## config.mk

```make
export PLATFORM = sky130hd
export DESIGN_NAME = seq_subtractor
export DESIGN_NICKNAME = d
export VERILOG_FILES = /design/src/rtl/seq_subtractor.sv
export SDC_FILE = /design/constraint.sdc
export NUM_CORES = 1
export LEC_CHECK = 0
export CAP_MARGIN = 20
export CORE_UTILIZATION = 44
export CTS_CLUSTER_SIZE = 16
export DETAILED_ROUTE_END_ITERATION = 8
export PLACE_DENSITY = 0.74
export SKIP_LAST_GASP = 1
export SYNTH_ARGS = -nofsm -noshare
export SYNTH_HDL_FRONTEND = slang
export SYNTH_SLANG_ARGS = --single-unit
```

## constraint.sdc

```tcl
create_clock -name clk -period 1.2 [get_ports clk]
set_input_delay 0.24 -clock clk [delete_from_list [all_inputs] [get_ports clk]]
set_output_delay 0.24 -clock clk [all_outputs]
set_load 0.03 [all_outputs]
```

## src/rtl/seq_subtractor.sv

```systemverilog
// seq_subtractor: bit-serial LSB-first subtractor with an IDLE/SHIFT/DONE FSM; optional SEQ_SUB_OVF_EN adds a signed overflow output ovf
module seq_subtractor #(
  parameter int WIDTH = 8
) (
  input  logic             clk,
  input  logic             rst,
  input  logic             start,
  input  logic [WIDTH-1:0] a,
  input  logic [WIDTH-1:0] b,
  output logic [WIDTH-1:0] diff,
  output logic             borrow,
  output logic             busy,
`ifdef SEQ_SUB_OVF_EN
  output logic             ovf,
`endif
  output logic             done
);
  localparam int CW = $clog2(WIDTH);
  localparam logic [1:0] IDLE  = 2'd0;
  localparam logic [1:0] SHIFT = 2'd1;
  localparam logic [1:0] DONE  = 2'd2;
  logic [1:0]       state;
  logic [WIDTH-1:0] sa, sb;
  logic [CW-1:0]    cnt;
  logic             d, br_n, last;
  // one full-subtractor bit slice; diff doubles as the result shift register and borrow as the running borrow
  always_comb begin
    d    = sa[0] ^ sb[0] ^ borrow;
    br_n = (~sa[0] & sb[0]) | (~(sa[0] ^ sb[0]) & borrow);
    last = cnt == CW'(WIDTH - 1);
    busy = state != IDLE;
    done = state == DONE;
  end
  // FSM, operand shifters, counter and result registers
  always_ff @(posedge clk or posedge rst) begin
    if (rst) begin
      state  <= IDLE;
      sa     <= '0;
      sb     <= '0;
      cnt    <= '0;
      diff   <= '0;
      borrow <= 1'b0;
`ifdef SEQ_SUB_OVF_EN
      ovf    <= 1'b0;
`endif
    end else if (state == IDLE && start) begin
      state  <= SHIFT;
      sa     <= a;
      sb     <= b;
      cnt    <= '0;
      diff   <= '0;
      borrow <= 1'b0;
`ifdef SEQ_SUB_OVF_EN
      ovf    <= 1'b0;
`endif
    end else if (state == SHIFT) begin
      sa     <= sa >> 1;
      sb     <= sb >> 1;
      cnt    <= cnt + 1'b1;
      diff   <= {d, diff[WIDTH-1:1]};
      borrow <= br_n;
      state  <= last ? DONE : SHIFT;
`ifdef SEQ_SUB_OVF_EN
      if (last) ovf <= (sa[0] != sb[0]) && (d != sa[0]);
`endif
    end else begin
      state <= IDLE;
    end
  end
endmodule
```

Yosys cells after proc, flatten, opt, wreduce, memory -nomap -nowiden:

Index checks and enable logic that the tools add are counted.

* flip-flop bits (word level): 30
* bits in latches: 0
* RAM bits: 0
* memory bits (read-only): 0
* bits of input ports: 19
* output and inout bits: 11
* logic and storage cells: 34
* memories kept: 0

* add/subtract/negate cells: 1
* $mul: 0
* divide/modulo/power cells: 0
* magnitude comparators: 0
* eq/ne operators: 3
* shifts and indexed selects: 0
* mux-type cells: 13
* bitwise gates (word level): 7
* reduce and logical (&&, ||, !) cells: 4

Operators by type and width (number)
* two-way mux 8 bit: 6
* two-way mux 2 bit: 3
* two-way mux 3 bit: 2
* nonzero test 2 bit: 2
* adder 3 x 1 -> 3 bit, second input constant: 1
* equality test 3 bit, second input constant: 1
* AND 1 bit: 2
* equality test 2 x 1 -> 1 bit, second input constant: 1
* equality test 2 bit, second input constant: 1
* logical NOT 2 bit: 1
* two-way mux 1 bit: 2
* inverter 1 bit: 2
* XOR 1 bit: 2
* logical AND 1 bit: 1
* OR 1 bit: 1

Logic depth before layout (Yosys ltp):

* depth after elaboration: 6
* gate-level depth with buffers: 5

Worst setup path before layout:

No wires, ideal clock.

* path type: reg2out
* start: register state[1]
* end: output done
* arrival time: 1.201 ns
* required time: 0.960 ns
* setup slack: -0.241 ns
* cell stages (with the launch flop): 4
* path buffers: 2
* cells stage by stage: dfrtp_1 buf_2 clkbuf_1 nor2b_1

* longest elaborated chain between the ends: 1

RTL lines
* from (decl): RTL line 22 `logic [1:0] state;`
* from (signal assigned): RTL line 62 `state <= last ? DONE : SHIFT;`
* equality test 2 bit: RTL line 32 `done = state == DONE;`
* to (decl): RTL line 16 `output logic done`

No other way between the ends.

Worst setup path in the final report:

* start: register state[1]
* end: output busy

* longest elaborated chain between the ends: 1

RTL lines
* nonzero test 2 bit: RTL line 31 `busy = state != IDLE;`
* to (decl): RTL line 12 `output logic busy,`

No other way between the ends.

==> results.toml <==
[status]
outcome = "finished, violations left"
failed_checks = "design-rule violations, negative setup slack"

[routing]
vias = 1184
vias_per_cell = 5.638
wirelength_um = 3357
ant_nets = 0
route.detailed.drc = 4
wire_per_inst_um = 15.99
drt-initial-drc-count = 26
dr.pass1.iters = 6

[clock_tree]
cts_root_buf = "clkbuf_4"
h-tree-depth = 2
clockBufferDepth = 2
numCtsBuffers = 5
insertion_delay_ps = 340
clk_pin_slew_ps = 100
cts_tree = "done"
cts_sinks = 30

[timing]
hold_viol_final = 0
slew_headroom_pct = 77.60
period_share_pct = 120.2
setup_ws_ps = -242.8
min_period_ps = 1443
worst_pin_slew_ps = 334.9
whs_ps = 219.4
slew_violations = 0
grt_setup_unrepaired = "yes"
finalClockSkew_ps = 7.873
max_freq_mhz = 693.1
setup_viol = 29

[critical_path]
cp.arrival_ps = 1200
crit_chain = "buf_6 -> nor2_4 -> inv_2 -> buf_6"
crit_top_cell = "buf_6"
cp-start-kind = "flop"
crit_required_ps = 960
cp-end-kind = "output port"
cp_slowest_stage_delay_ps = 440
critPathMaxFanout = 4
critPathTopFamily = "flip-flops"
crit_type = "flop to output port"
slowest_stage = "dfrtp_2"
cp_num_buf_inv = 3

[power]
power.density_nw_per_um2 = 2342
leakagePower_nw = 0.9642
ir_drop_mv = 1.129

[finish]
drive_gt1_share_pct = 45.25
utilization_pct = 76.32
diodes = 0
final_common_cell = "dfrtp_1"
final_area_um2 = 2177
syn_to_final_growth_pct = 58.47
fin_nets = 200
mostFrequentLayoutCells = "dfrtp_1 (27), buf_4 (23), clkdlybuf4s50_1 (18), nor2_1 (12), a22o_1 (10)"

[global_routing]
grt_pass1_wl_um = 5106
grt_pass1_vias = 1106
grt_use_total_pct = 20.67
antenna_found_initial = 0
grt_overflow = 0
grt_max_degree = 20

[logic_synthesis]
synth_cell_types = 24
synth_seq_cells = 30
yosysTopAreaCell = "dfrtp_1"
seq_area_frac_synth_pct = 54.64
synth_area_leaders = "dfrtp_1 (55%), nor3_1 (8.7%), nor3b_1 (7.1%)"
syn_area_um2 = 1374
synth_top_area_share_pct = 54.64
syn_inst = 126
avgSynthCellArea_um2 = 10.90
synth.net_count = 148
yosys_warnings = 0

[run]
maxCapViolCount = 0

[placement]
post-place-ws_ps = -312.3
dp_hpwl_um = 2051
gp_congestion = 0.8102
io_buffers = 29
dpl-instance-area_um2 = 1748

[hold_path]
hold_class = "input port to async pin"

[die]
die_y_um = 57.88
start_util_pct = 48.16
fp.coreArea_um2 = 2853
design.die.area_um2 = 3350
chipWidth_um = 57.88
ioPinCount = 30
num_rows = 19
## worst min-delay path: cells and delay by family
family / cells / cell delay (ps)
buffers and inverters: 3 / 670
## power by group
group	switching (W)	total, W	internal [W]	leakage [nW]
Clock	0.000348	0.000631	0.000283	0.0353
Combinational	0.00131	0.00267	0.00136	0.565
Sequential	0.000320	0.00179	0.00147	0.364
Total	0.00198	0.00510	0.00312	0.964
## final cells by class
cell class	count	area, µm²
fillers	186	675.6
multi-input cells	84	788.3
inverters	3	11.26
well taps	31	38.79
repair buffers	54	524.3
clock inverters	1	5.005
clock buffers	7	55.05
flip-flops and latches	30	754.5
## timing repair
| item | 4_1_cts | 5_1_grt |
|---|---|---|
| hold buffers | 0 | 0 |
| pin swaps | 3 | 2 |
| setup endpoints to repair | 21 | 35 |
| gates cloned | 0 | 2 |
| gates resized for setup | 15 | 45 |
| setup buffers | 5 | 5 |
## path summary, 6_finish.rpt
kind / from / endpoint / slack, ps / cells past startpoint
worst max-delay path: state[1]$_DFF_PP0_ / busy / -240 / 4
worst min-delay path: rst / sb[4]$_DFFE_PP0P_ / 220 / 3
worst max register to register: state[1]$_DFF_PP0_ / borrow$_DFFE_PP0P_ / -190 / 5
worst min register to register: cnt[0]$_DFFE_PP0P_ / cnt[0]$_DFFE_PP0P_ / 490 / 1
max in group asynchronous: rst / borrow$_DFFE_PP0P_ / 720 / 3
min in group clk: cnt[0]$_DFFE_PP0P_ / cnt[0]$_DFFE_PP0P_ / 490 / 1
## synthesized netlist by cell type
library cell	instances
dfrtp_1	30
nor3_1	24
nor2_1	13
nor3b_1	13
a22o_1	10
buf_2	7
inv_1	3
nor2b_1	3
a32o_1	2
clkbuf_1	2
ha_1	2
nand2_1	2
nand2b_1	2
nor3_2	2
o21ai_1	2
a211oi_2	1
a21oi_1	1
and2_1	1
buf_6	1
fa_1	1
nor4b_1	1
o21ba_2	1
o21bai_4	1
o32ai_1	1
## metal layers
layer	GRT usage [%]	vias up	wire [µm]
li1	-	552	-
met1	26.73	590	1435
met2	32.18	35	1666
met3	7.143	7	209
met4	7.823	0	45
met5	0	-	0
## registers in the layout (all words and copies together), names as in the netlist
register / count
borrow: 1
cnt: 3
diff: 8
sa: 8
sb: 8
state: 2
## cells by family (layout without fill, tap and decap cells)
group                      Yosys count  after routing  synth area share (%)
and+or+nand+nor                     61             61                 24.77
AOI/OAI and AO/OA                   19             20                 12.57
adders and majority gates            3              3                 3.278
buffers and inverters               13             65                 4.736
DFF                                 30             30                 54.64
## through the flow
| step | cells | total power (W) | setup TNS (ps) |
|---|---|---|---|
| 2_1_floorplan | 126 | 0.003156 | -0.5524 |
| 6_report | 210 | 0.005098 | -3944 |
| 3_3_place_gp | 190 | 0.003774 | -6167 |
| 4_1_cts | 203 | 0.004647 | -3173 |
| 3_5_place_dp | 190 | 0.003857 | -6849 |
| 5_1_grt | 210 | 0.005417 | -4926 |
(Power assumes the default switching activity.)
